**config.mk**
```make
export PLATFORM = sky130hd
export DESIGN_NAME = ifu_mem_responder
export DESIGN_NICKNAME = d
export VERILOG_FILES = /design/src/rtl/ifu_pkg.sv /design/src/rtl/ifu_mem_responder.sv
export SDC_FILE = /design/constraint.sdc
export NUM_CORES = 1
export LEC_CHECK = 0
export CORE_ASPECT_RATIO = 0.7
export CORE_UTILIZATION = 49
export CTS_BUF_LIST = sky130_fd_sc_hd__clkbuf_8
export DETAILED_ROUTE_END_ITERATION = 8
export GPL_TIMING_DRIVEN = 0
export PLACE_DENSITY = 0.91
export SYNTH_ARGS = -nofsm -noshare
export SYNTH_HDL_FRONTEND = slang
export SYNTH_SLANG_ARGS = --single-unit
```
**constraint.sdc**
```tcl
create_clock -name Clock -period 1.8 [get_ports Clock]
set_clock_uncertainty 0.2 [all_clocks]
set_input_delay 0.36 -clock Clock [delete_from_list [all_inputs] [get_ports Clock]]
set_output_delay 0.36 -clock Clock [all_outputs]
set_load 0.02 [all_outputs]
```
**src/rtl/ifu_pkg.sv**
```systemverilog
// Shared IFU constants and types for the instruction-cache line-fill path.
// Optional FETCH abort support is enabled by defining IFU_RSP_ABORT_EN.
package ifu_pkg;

    localparam int unsigned ADDR_WIDTH   = 32;
    localparam int unsigned OFFSET_WIDTH = 4;
    localparam int unsigned TAG_WIDTH    = ADDR_WIDTH - OFFSET_WIDTH;
    localparam int unsigned LINE_WIDTH   = 128;
    localparam int unsigned WORD_WIDTH   = 32;
    localparam int unsigned RSP_BEATS    = LINE_WIDTH / WORD_WIDTH;
    localparam int unsigned BEAT_WIDTH   = $clog2(RSP_BEATS);

    typedef enum logic [1:0] {
        RSP_IDLE,
        RSP_FETCH,
        RSP_RESP
    } rsp_state_t;

endpackage

```
**src/rtl/ifu_mem_responder.sv**
```systemverilog
// Line-fill responder: fetches a cache line as in-order word reads, with a one-entry last-line buffer.
// Define IFU_RSP_ABORT_EN to abandon a fetch (after draining) when the request drops or changes tag.
module ifu_mem_responder #(
    parameter int unsigned ADDR_WIDTH   = ifu_pkg::ADDR_WIDTH,
    parameter int unsigned OFFSET_WIDTH = ifu_pkg::OFFSET_WIDTH,
    parameter int unsigned TAG_WIDTH    = ADDR_WIDTH - OFFSET_WIDTH,
    parameter int unsigned LINE_WIDTH   = ifu_pkg::LINE_WIDTH,
    parameter int unsigned WORD_WIDTH   = ifu_pkg::WORD_WIDTH
) (
    input  logic                  Clock,
    input  logic                  Rst_n,
    input  logic [TAG_WIDTH-1:0]  req_tagIn,
    input  logic                  req_tagValidIn,
    output logic [TAG_WIDTH-1:0]  rsp_tagOut,
    output logic [LINE_WIDTH-1:0] rsp_lineOut,
    output logic                  rsp_lineValidOut,
    output logic                  mem_rdReqOut,
    output logic [ADDR_WIDTH-1:0] mem_rdAddrOut,
    input  logic                  mem_rdReadyIn,
    input  logic [WORD_WIDTH-1:0] mem_rdDataIn,
    input  logic                  mem_rdDataValidIn,
    output logic                  busyOut
);

    localparam int unsigned RSP_BEATS  = LINE_WIDTH / WORD_WIDTH;
    localparam int unsigned BEAT_WIDTH = $clog2(RSP_BEATS);
    localparam int unsigned CNT_WIDTH  = BEAT_WIDTH + 1;
    localparam int unsigned BYTE_BITS  = $clog2(WORD_WIDTH / 8);
    localparam logic [CNT_WIDTH-1:0] LAST_BEAT = CNT_WIDTH'(RSP_BEATS - 1);
    localparam logic [CNT_WIDTH-1:0] ALL_BEATS = CNT_WIDTH'(RSP_BEATS);

    import ifu_pkg::*;

    rsp_state_t state, stateNext;

    logic [TAG_WIDTH-1:0]  curTag;
    logic [TAG_WIDTH-1:0]  bufTag;
    logic [LINE_WIDTH-1:0] lineReg;
    logic [LINE_WIDTH-1:0] bufLine;
    logic [LINE_WIDTH-1:0] lineNext;
    logic                  bufValid;
    logic [CNT_WIDTH-1:0]  issueCnt;
    logic [CNT_WIDTH-1:0]  rcvCnt;
    logic                  bufHit;
    logic                  rdAccept;
    logic                  rcvBeat;
    logic                  lastBeat;
`ifdef IFU_RSP_ABORT_EN
    logic                  abortReg;
    logic                  aborting;
    logic [CNT_WIDTH-1:0]  rcvNext;
`endif

    always_comb begin
        bufHit   = bufValid && (bufTag == req_tagIn);
        rcvBeat  = (state == RSP_FETCH) && mem_rdDataValidIn && (rcvCnt < ALL_BEATS);
        lastBeat = rcvBeat && (rcvCnt == LAST_BEAT);

        lineNext = lineReg;
        for (int unsigned b = 0; b < RSP_BEATS; b++) begin
            if (rcvCnt == CNT_WIDTH'(b)) begin
                lineNext[b*WORD_WIDTH +: WORD_WIDTH] = mem_rdDataIn;
            end
        end

`ifdef IFU_RSP_ABORT_EN
        // Abort is sticky so a request that reappears mid-drain cannot restart issuing.
        aborting = (state == RSP_FETCH) &&
                   (abortReg || !req_tagValidIn || (req_tagIn != curTag));
        rcvNext  = rcvCnt + CNT_WIDTH'(rcvBeat);
        mem_rdReqOut = (state == RSP_FETCH) && (issueCnt < ALL_BEATS) && !aborting;
`else
        mem_rdReqOut = (state == RSP_FETCH) && (issueCnt < ALL_BEATS);
`endif
        rdAccept = mem_rdReqOut && mem_rdReadyIn;

        mem_rdAddrOut = '0;
        if (mem_rdReqOut) begin
            mem_rdAddrOut = {curTag, {OFFSET_WIDTH{1'b0}}} |
                            (ADDR_WIDTH'(issueCnt[BEAT_WIDTH-1:0]) << BYTE_BITS);
        end

        rsp_lineValidOut = (state == RSP_RESP);
        rsp_tagOut       = rsp_lineValidOut ? curTag  : '0;
        rsp_lineOut      = rsp_lineValidOut ? bufLine : '0;
        busyOut          = (state != RSP_IDLE);

        stateNext = state;
        case (state)
            RSP_IDLE: begin
                if (req_tagValidIn) begin
                    stateNext = bufHit ? RSP_RESP : RSP_FETCH;
                end
            end
            RSP_FETCH: begin
                // Completing the last beat wins over a late abort.
                if (lastBeat) begin
                    stateNext = RSP_RESP;
                end
`ifdef IFU_RSP_ABORT_EN
                else if (aborting && (rcvNext == issueCnt)) begin
                    stateNext = RSP_IDLE;
                end
`endif
            end
            RSP_RESP: stateNext = RSP_IDLE;
            default:  stateNext = RSP_IDLE;
        endcase
    end

    always_ff @(posedge Clock or negedge Rst_n) begin
        if (!Rst_n) begin
            state <= RSP_IDLE;
        end else begin
            state <= stateNext;
        end
    end

    always_ff @(posedge Clock or negedge Rst_n) begin
        if (!Rst_n) begin
            curTag   <= '0;
            bufTag   <= '0;
            lineReg  <= '0;
            bufLine  <= '0;
            bufValid <= 1'b0;
            issueCnt <= '0;
            rcvCnt   <= '0;
`ifdef IFU_RSP_ABORT_EN
            abortReg <= 1'b0;
`endif
        end else begin
            case (state)
                RSP_IDLE: begin
                    if (req_tagValidIn) begin
                        curTag <= req_tagIn;
                        if (!bufHit) begin
                            issueCnt <= '0;
                            rcvCnt   <= '0;
`ifdef IFU_RSP_ABORT_EN
                            abortReg <= 1'b0;
`endif
                        end
                    end
                end
                RSP_FETCH: begin
                    if (rdAccept) begin
                        issueCnt <= issueCnt + CNT_WIDTH'(1);
                    end
                    if (rcvBeat) begin
                        lineReg <= lineNext;
                        rcvCnt  <= rcvCnt + CNT_WIDTH'(1);
                    end
                    if (lastBeat) begin
                        bufTag   <= curTag;
                        bufLine  <= lineNext;
                        bufValid <= 1'b1;
                    end
`ifdef IFU_RSP_ABORT_EN
                    if (aborting) begin
                        abortReg <= 1'b1;
                    end
`endif
                end
                default: ;
            endcase
        end
    end

endmodule

```
==> flow_metrics.py, run 1 <==
metrics = {
    "clocking": {
        "cts_tree": "yes",
        "clockRootBuffer": "clkbuf_8",
        "clk_pin_slew_ps": 70,
        "cts_buffer_depth": 3,
        "numCtsBuffers": 46,
        "htreeDepth": 2,
        "clock_latency_ps": 580,
        "cts.sinks": 289,
    },
    "final_layout": {
        "final_common_cell": "dfrtp_1",
        "fin_nets": 1626,
        "final_cell_area_mm2": 0.0176,
        "fin_util_pct": 65.3,
        "drive_gt1_share_pct": 35.7,
        "layout_common_cells": "287 x dfrtp_1, 284 x nand2_1, 96 x mux2i_1, 93 x and2_2, 76 x buf_2",
        "synthToLayoutAreaGrowth_pct": 29.2,
        "fin_cells": 1947,
    },
    "detailed_routing": {
        "drc_errors": 0,
        "ant_nets": 0,
        "wl_per_cell_um": 19.7,
        "num_vias": 10346,
        "first_pass_iters": 4,
        "wirelength_um": 38400,
        "viasPerCell": 5.31,
        "drt_iter0_markers": 642,
    },
    "global_routing": {
        "grt.total_usage_pct": 27.0,
        "grt_overflow_total": 0,
        "antenna_found_initial": 1,
        "grt_pass1_vias": 10645,
        "grt_first_pass_wirelength_um": 59700,
        "grt_max_degree": 123,
    },
    "sta": {
        "timing.fmax_mhz": 398,
        "slew_headroom_pct": 44.6,
        "grt_setup_unrepaired": "yes",
        "timing.final.crit_share_pct": 140,
        "finalHoldViolations": 0,
        "worst_pin_slew_ps": 832,
        "period_minus_slack_ps": 2510,
        "setup_viol": 478,
        "fin_hold_ws_ps": 178,
        "fin_ws_ps": -714,
        "tns_ps": -206720,
        "drv_slew": 0,
    },
    "placement": {
        "gp_congestion": 0.835,
        "place.port_buffers": 253,
        "place_inst": 1858,
        "dp_hpwl_um": 26700,
        "preCtsSetupSlack_ps": -1250,
        "placed_cell_area_mm2": 0.0169,
    },
    "logic_synthesis": {
        "syn_avg_cell_area_um2": 11.0,
        "async_flop_share_pct": 100,
        "synthFlopType": "dfrtp_1",
        "ys_warn_count": 0,
        "syn_area_mm2": 0.0137,
        "ys_ff_latch": 289,
        "synth_edf_count": 0,
        "netlist.area_leader.share_pct": 53.0,
        "synthTopCellsByArea": "dfrtp_1 53%, and2_1 8.5%, nand2_1 7.8%",
        "synth.distinct_cells": 41,
        "synth_top_area_cell": "dfrtp_1",
        "netlist_instances": 1238,
        "ys_seq_area_share_pct": 53.0,
    },
    "worst_setup_path": {
        "cp_max_fo": 10,
        "r2r-end": "bufLine[68]",
        "r2r-start": "rcvCnt[0]",
        "arrival_ps": 1950,
        "crit_required_ps": 1240,
        "crit_type": "flip-flop to output pin",
        "startpoint_type": "flip-flop",
        "r2r_slack_ps": -570,
        "ff2ff_path_depth": 6,
        "worstSetupEndpointType": "output pin",
        "cp-startpoint": "state[1]",
    },
    "hold_path": {
        "hold_path.class": "primary input to asynchronous set/reset pin",
    },
    "floorplanning": {
        "die_y_um": 142,
        "ioPinCount": 256,
        "initial_core_util_pct": 50.5,
        "fp.dieW_um": 202,
        "rows": 50,
        "die-area_mm2": 0.0285,
        "core-area_mm2": 0.0270,
    },
    "pwr": {
        "total_power_mw": 25.8,
        "power.density_mw_per_mm2": 1460,
        "leakagePower_nw": 9.13,
        "peakVddDrop_v": 0.000904,
    },
    "run": {
        "drv_cap": 0,
    },
    "run_status": {
        "status": "complete, but fails checks",
        "violations": "negative setup slack",
    },
}
worst max-delay path by stage:
stage                     slack (ps)               to  cells after the start
after floorplan                 -120      bufLine[66]                      6
after global placement        -11960     bufLine[120]                      1
after detailed placement       -1250   rsp_lineOut[1]                      5
after CTS                       -850  rsp_lineOut[27]                      5
after global routing            -750  rsp_lineOut[78]                      6
final                           -710  rsp_lineOut[78]                      6
kinds of logic after synthesis:
| kind of cell | share of synthesized area (%) |
|---|---|
| muxes | 18.8 |
| other | 0.0275 |
| xor gates and xnor gates | 1.86 |
| adders and majority gates | 0.550 |
| and+or+nand+nor | 17.8 |
| buffers and inverters | 4.00 |
| DFF | 53.0 |
| AOI/OAI and AO/OA | 4.05 |
cells in the mapped netlist (2+ instances only):
| cell type | instances |
|---|---|
| dfrtp_1 | 289 |
| nand2_1 | 284 |
| and2_1 | 186 |
| mux2i_1 | 96 |
| mux2_4 | 54 |
| mux2_2 | 49 |
| o21ai_0 | 49 |
| o21ai_1 | 48 |
| clkbuf_1 | 33 |
| xnor2_1 | 28 |
| buf_6 | 22 |
| mux2_1 | 21 |
| buf_2 | 16 |
| buf_4 | 9 |
| ha_1 | 6 |
| nand4_1 | 6 |
| inv_1 | 5 |
| nand3_1 | 4 |
| nor2_1 | 4 |
| nand2b_1 | 3 |
| a21oi_1 | 2 |
| a31oi_1 | 2 |
| nand3_4 | 2 |
| nor2b_1 | 2 |
| nor4_1 | 2 |
layer usage:
metal	up-vias	GRT usage, %	wire [um]
li1	4681	-	-
met1	5229	37.6	17100
met2	356	42.4	17500
met3	80	5.76	2730
met4	0	8.61	1080
met5	-	0	0
area by class of cell:
type / instances / area, um^2
antenna: 1 / 2.50
buffer: 80 / 757
clock buffer: 55 / 757
clock inverter: 20 / 114
fill: 2122 / 9390
inverter: 6 / 22.5
multi-input combinational: 863 / 6100
sequential: 289 / 7230
tap: 364 / 455
timing repair buffer: 269 / 2200
critical path: stages, from the launching register on:
cell       delay (ps)
dfrtp_2           430
nor2b_4           140
buf_12            140
clkbuf_16         170
buf_6             140
and2_2            210
buf_2             160
registers in the layout (all words and copies together), names as in the netlist:
| name | flops |
|---|---|
| bufLine | 128 |
| bufTag | 28 |
| bufValid | 1 |
| curTag | 28 |
| issueCnt | 3 |
| lineReg | 96 |
| rcvCnt | 3 |
| state | 2 |
power by group:
part / switching (mW) / total, mW / internal [mW]
sequential: 1.70 / 10.9 / 9.19
clock: 2.59 / 5.47 / 2.88
combinational: 4.60 / 9.46 / 4.86
repair_timing:
item                                    4_1_cts  5_1_grt
setup buffers                                 5        5
endpoints found under the hold margin        82        0
gates resized for setup                     609      316
hold buffers                                  1        0
endpoints found under the setup margin      472      558
gates cloned                                  1        2
pin swaps                                     6       20
No activity file was read; power rests on OpenSTA's default activity.
==> run 2: changes to the inputs <==
--- a/config.mk
+++ b/config.mk
@@ -10,6 +10,7 @@
 export CTS_BUF_LIST = sky130_fd_sc_hd__clkbuf_8
 export DETAILED_ROUTE_END_ITERATION = 8
 export GPL_TIMING_DRIVEN = 0
+export MAX_ROUTING_LAYER = met4
 export PLACE_DENSITY = 0.91
 export SYNTH_ARGS = -nofsm -noshare
 export SYNTH_HDL_FRONTEND = slang
==> run 2 against run 1 <==
Sequential share of layout area about the same; power about the same; register-to-register slack barely moved; the run still ends with negative setup slack left; non-clock buffer count is the same; clock power about the same.
==> flow_metrics.py, run 2 (same netlist as run 1, synthesis figures left out) <==
metrics = {
    "run_status": {
        "status": "complete, but fails checks",
        "violations": "negative setup slack",
    },
    "run": {
        "drv_cap": 0,
    },
    "pwr": {
        "total_power_mw": 25.8,
        "power.density_mw_per_mm2": 1460,
        "peakVddDrop_v": 0.000901,
        "leakagePower_nw": 9.13,
    },
    "sta": {
        "slew_headroom_pct": 44.8,
        "fin_hold_ws_ps": 175,
        "setup_viol": 478,
        "drv_slew": 0,
        "finalHoldViolations": 0,
        "timing.final.crit_share_pct": 140,
        "timing.fmax_mhz": 398,
        "tns_ps": -206680,
        "fin_ws_ps": -713,
        "grt_setup_unrepaired": "yes",
        "period_minus_slack_ps": 2510,
        "worst_pin_slew_ps": 829,
    },
    "clocking": {
        "clockRootBuffer": "clkbuf_8",
        "clock_latency_ps": 580,
        "cts_buffer_depth": 3,
        "cts.sinks": 289,
        "cts_tree": "yes",
        "htreeDepth": 2,
        "clk_pin_slew_ps": 70,
        "numCtsBuffers": 46,
    },
    "hold_path": {
        "hold_path.class": "primary input to asynchronous set/reset pin",
    },
    "detailed_routing": {
        "ant_nets": 0,
        "wirelength_um": 38500,
        "viasPerCell": 5.33,
        "first_pass_iters": 5,
        "drt_iter0_markers": 621,
        "drc_errors": 0,
        "num_vias": 10374,
        "wl_per_cell_um": 19.8,
    },
    "global_routing": {
        "grt_pass1_vias": 10636,
        "grt.total_usage_pct": 27.9,
        "grt_first_pass_wirelength_um": 59800,
        "grt_overflow_total": 0,
        "grt_max_degree": 123,
        "antenna_found_initial": 1,
    },
    "placement": {
        "placed_cell_area_mm2": 0.0169,
        "gp_congestion": 0.848,
        "place.port_buffers": 253,
        "dp_hpwl_um": 26700,
        "preCtsSetupSlack_ps": -1250,
        "place_inst": 1858,
    },
    "floorplanning": {
        "fp.dieW_um": 202,
        "rows": 50,
        "initial_core_util_pct": 50.5,
        "die_y_um": 142,
        "ioPinCount": 256,
        "core-area_mm2": 0.0270,
        "die-area_mm2": 0.0285,
    },
    "worst_setup_path": {
        "ff2ff_path_depth": 6,
        "critical-path-top-delay-family": "buffers and inverters",
        "cp_slowest_cell": "dfrtp_2",
        "crit_buf_inv": 4,
        "worstSetupEndpointType": "output pin",
        "crit_type": "flip-flop to output pin",
        "cp_cell_sequence": "nor2b_4, buf_12, clkbuf_16, buf_6, and2_2, buf_4",
        "path_depth": 6,
        "startpoint_type": "flip-flop",
        "cp_max_fo": 10,
        "crit_required_ps": 1240,
        "max_stage_delay_ps": 430,
        "arrival_ps": 1950,
    },
    "final_layout": {
        "fin_util_pct": 65.3,
        "reg.largest.list": "bufLine: 128 flops, lineReg: 96 flops",
        "multi_input_area_mm2": 0.00610,
        "fin_nets": 1626,
        "layout_common_cells": "287 x dfrtp_1, 284 x nand2_1, 96 x mux2i_1, 93 x and2_2, 74 x buf_2",
        "final_common_cell": "dfrtp_1",
        "fillers": 2122,
        "register_area_mm2": 0.00723,
        "fin_cells": 1947,
        "final_cell_area_mm2": 0.0176,
        "drive_gt1_share_pct": 35.7,
        "largest_reg_flops": 128,
        "synthToLayoutAreaGrowth_pct": 29.2,
        "top_register": "bufLine",
    },
}
## run 2: cell type report
type,count,area share (%)
Clock buffer,55,4.29
Inverter,6,0.128
Tap cell,364,2.58
Buffer,80,4.29
Sequential cell,289,41.0
Antenna cell,1,0.0142
Timing Repair Buffer,269,12.5
Clock inverter,20,0.646
Multi-Input combinational cell,863,34.6
## run 2: power by group
group / switching [mW] / total, mW / internal (mW) / leakage, nW
clock network: 2.58 / 5.46 / 2.88 / 0.500
registers: 1.71 / 10.9 / 9.19 / 3.76
logic: 4.62 / 9.48 / 4.86 / 4.87
total: 8.90 / 25.8 / 16.9 / 9.13
## run 2: final timing paths
check                      slack (ps)               from               to
setup / recovery                 -710           state[1]  rsp_lineOut[27]
hold reg to reg                   260           bufValid         bufValid
max in group asynchronous         150              Rst_n         state[1]
min in group Clock                250  mem_rdDataValidIn        rcvCnt[2]
setup reg to reg                 -580          rcvCnt[0]      bufLine[68]
hold / removal                    180              Rst_n     bufLine[102]
## run 2: repair_timing
action	in CTS	in global routing
gates cloned	1	2
hold endpoints to repair	82	0
pin swaps	6	20
gates resized for setup	609	315
setup endpoints to repair	472	558
hold buffers	1	0
setup buffers	5	5
## run 2: per-layer routing
layer / track usage [%] / vias up / wire length [um]
met5: - / - / 0
met4: 8.61 / 0 / 1070
met3: 5.49 / 85 / 2510
met2: 42.5 / 366 / 17600
met1: 37.8 / 5240 / 17300
li1: - / 4683 / -
==> run 3: changes to the inputs <==
--- a/config.mk
+++ b/config.mk
@@ -5,7 +5,6 @@
 export SDC_FILE = /design/constraint.sdc
 export NUM_CORES = 1
 export LEC_CHECK = 0
-export CORE_ASPECT_RATIO = 0.7
 export CORE_UTILIZATION = 49
 export CTS_BUF_LIST = sky130_fd_sc_hd__clkbuf_8
 export DETAILED_ROUTE_END_ITERATION = 8
==> run 3 against run 2 <==
Register-to-register slack better by 140 ps; cell count up 5.7%; sequential share of layout area down 7.1 points; largest cell class unchanged; core utilization up 13 points; global-route usage up 6.7 points; combinational power up 32%; worst hold slack worse by 63 ps; the run still ends with negative setup slack left; first-iteration DRC count up 86%; die area about the same.
==> flow_metrics.py, run 3 (same netlist as run 1, synthesis figures left out) <==
metrics = {
    "clocking": {
        "cts_tree": "yes",
        "cts.sinks": 289,
        "clk_pin_slew_ps": 60,
        "htreeDepth": 2,
        "clock_latency_ps": 570,
        "numCtsBuffers": 49,
        "cts_buffer_depth": 3,
        "clockRootBuffer": "clkbuf_8",
    },
    "final_layout": {
        "synthToLayoutAreaGrowth_pct": 56.0,
        "largest_reg_flops": 128,
        "layout_common_cells": "288 x dfrtp_1, 155 x nand2_1, 148 x buf_6, 117 x nand2_2, 110 x and2_4",
        "final_common_cell": "dfrtp_1",
        "reg.largest.list": "bufLine: 128 flops, lineReg: 96 flops",
        "top_register": "bufLine",
        "fillers": 1470,
        "fin_cells": 2058,
        "fin_nets": 1716,
        "drive_gt1_share_pct": 52.3,
    },
    "floorplanning": {
        "die_y_um": 169,
        "initial_core_util_pct": 50.2,
        "rows": 60,
        "fp.dieW_um": 169,
        "ioPinCount": 256,
        "core-area_mm2": 0.0272,
        "die-area_mm2": 0.0285,
    },
    "sta": {
        "fin_hold_ws_ps": 112,
        "fin_ws_ps": -780,
        "worst_pin_slew_ps": 651,
        "drv_slew": 0,
        "timing.fmax_mhz": 388,
        "setup_viol": 477,
        "timing.final.crit_share_pct": 143,
        "finalHoldViolations": 0,
        "grt_setup_unrepaired": "yes",
        "slew_headroom_pct": 56.6,
        "period_minus_slack_ps": 2580,
    },
    "worst_setup_path": {
        "crit_type": "flip-flop to output pin",
        "worstSetupEndpointType": "output pin",
        "startpoint_type": "flip-flop",
        "cp_cell_sequence": "nor2b_4, buf_8, clkbuf_16, clkbuf_16, and2_2, buf_6",
        "arrival_ps": 2020,
        "critical-path-top-delay-family": "buffers and inverters",
        "crit_required_ps": 1240,
        "cp_max_fo": 6,
        "ff2ff_path_depth": 12,
        "cp-startpoint": "state[0]",
        "path_depth": 6,
        "cp_common_cell": "clkbuf_16",
        "cp_slowest_cell": "dfrtp_2",
        "cp-endpoint": "rsp_lineOut[53]",
        "r2r_slack_ps": -440,
        "crit_buf_inv": 4,
        "r2r-start": "state[0]",
        "r2r-end": "bufLine[67]",
        "max_stage_delay_ps": 440,
    },
    "detailed_routing": {
        "num_vias": 11725,
        "wirelength_um": 50900,
        "drc_errors": 0,
        "first_pass_iters": 6,
        "viasPerCell": 5.70,
        "wl_per_cell_um": 24.7,
        "drt_iter0_markers": 1157,
        "ant_nets": 0,
    },
    "hold_path": {
        "hold_path.class": "primary input to asynchronous set/reset pin",
    },
    "run_status": {
        "status": "complete, but fails checks",
        "violations": "negative setup slack",
    },
    "placement": {
        "preCtsSetupSlack_ps": -1330,
        "dp_hpwl_um": 26500,
        "place.port_buffers": 253,
        "place_inst": 1866,
        "gp_congestion": 0.858,
    },
    "global_routing": {
        "antenna_found_initial": 1,
        "grt_first_pass_wirelength_um": 72600,
        "grt_max_degree": 119,
        "grt.total_usage_pct": 34.6,
        "grt_overflow_total": 0,
        "grt_pass1_vias": 12239,
    },
    "pwr": {
        "power.density_mw_per_mm2": 1430,
        "leakagePower_nw": 10.7,
        "peakVddDrop_v": 0.000709,
    },
    "run": {
        "drv_cap": 0,
    },
}
-- run 3: changes by cell type in the layout (fill, tap and decap cells not counted), moves of 50 or more --
cell     before  now
nand2_1     284  155
nand2_2       1  117
buf_6        60  148
and2_4       30  110
buf_2        74   10
and2_2       93   43
-- run 3: how the worst min path moves through the flow --
stage	from	endpoint	slack, ps	cells past startpoint
after floorplan	Rst_n	bufLine[0]	-140	0
after global placement	bufLine[97]	bufLine[97]	250	2
after detailed placement	Rst_n	bufLine[69]	130	1
after CTS	Rst_n	bufLine[69]	130	2
after global routing	Rst_n	lineReg[40]	160	2
final	Rst_n	bufLine[69]	110	2
-- run 3: layout make-up --
type                       instances  area [um^2]  area share [%]
clock buffer                      65          895            4.20
timing repair buffer             361         4500            21.1
clock inverter                    26          188           0.881
multi-input combinational        863         6890            32.4
inverter                           6         22.5           0.106
tap                              372          465            2.18
sequential                       289         7230            34.0
antenna                            1         2.50          0.0117
buffer                            75         1110            5.20
-- run 3: repair_timing --
action | in CTS | in global routing
resized for setup | 1479 | 171
setup buffers | 47 | 16
endpoints found under the hold margin | 58 | 0
endpoints found under the setup margin | 474 | 478
pin swaps | 132 | 21
cloned | 34 | 12
hold buffers | 1 | 0
-- run 3: stage by stage --
step / TNS (ps) / util, % / total power, mW / area [um^2]
final: -204790 / 78.4 / 30.5 / 21300
after global routing: -225660 / 78.4 / 31.6 / 21300
after CTS: -221140 / 75.6 / 28.7 / 20600
after detailed placement: -307630 / 62.1 / 20.1 / 16900
after global placement: -3706740 / 61.9 / 19.6 / 16800
after floorplan: -2470 / - / 16.9 / 13800
-- run 3: routing by layer --
metal | part of all wire (%) | global-route usage (%) | wire (um)
met1 | 38 | 42.3 | 19300
met2 | 50 | 55.7 | 25200
met3 | 7.3 | 6.06 | 3710
met4 | 5.2 | 16.7 | 2650
met5 | 0 | - | 0
-- run 3: report_power, final --
| part | internal, mW | leakage [nW] | switching [mW] |
|---|---|---|---|
| Clock | 3.66 | 0.619 | 2.93 |
| Sequential | 9.19 | 3.76 | 2.22 |
| Combinational | 6.66 | 6.27 | 5.81 |
| Total | 19.5 | 10.7 | 11.0 |
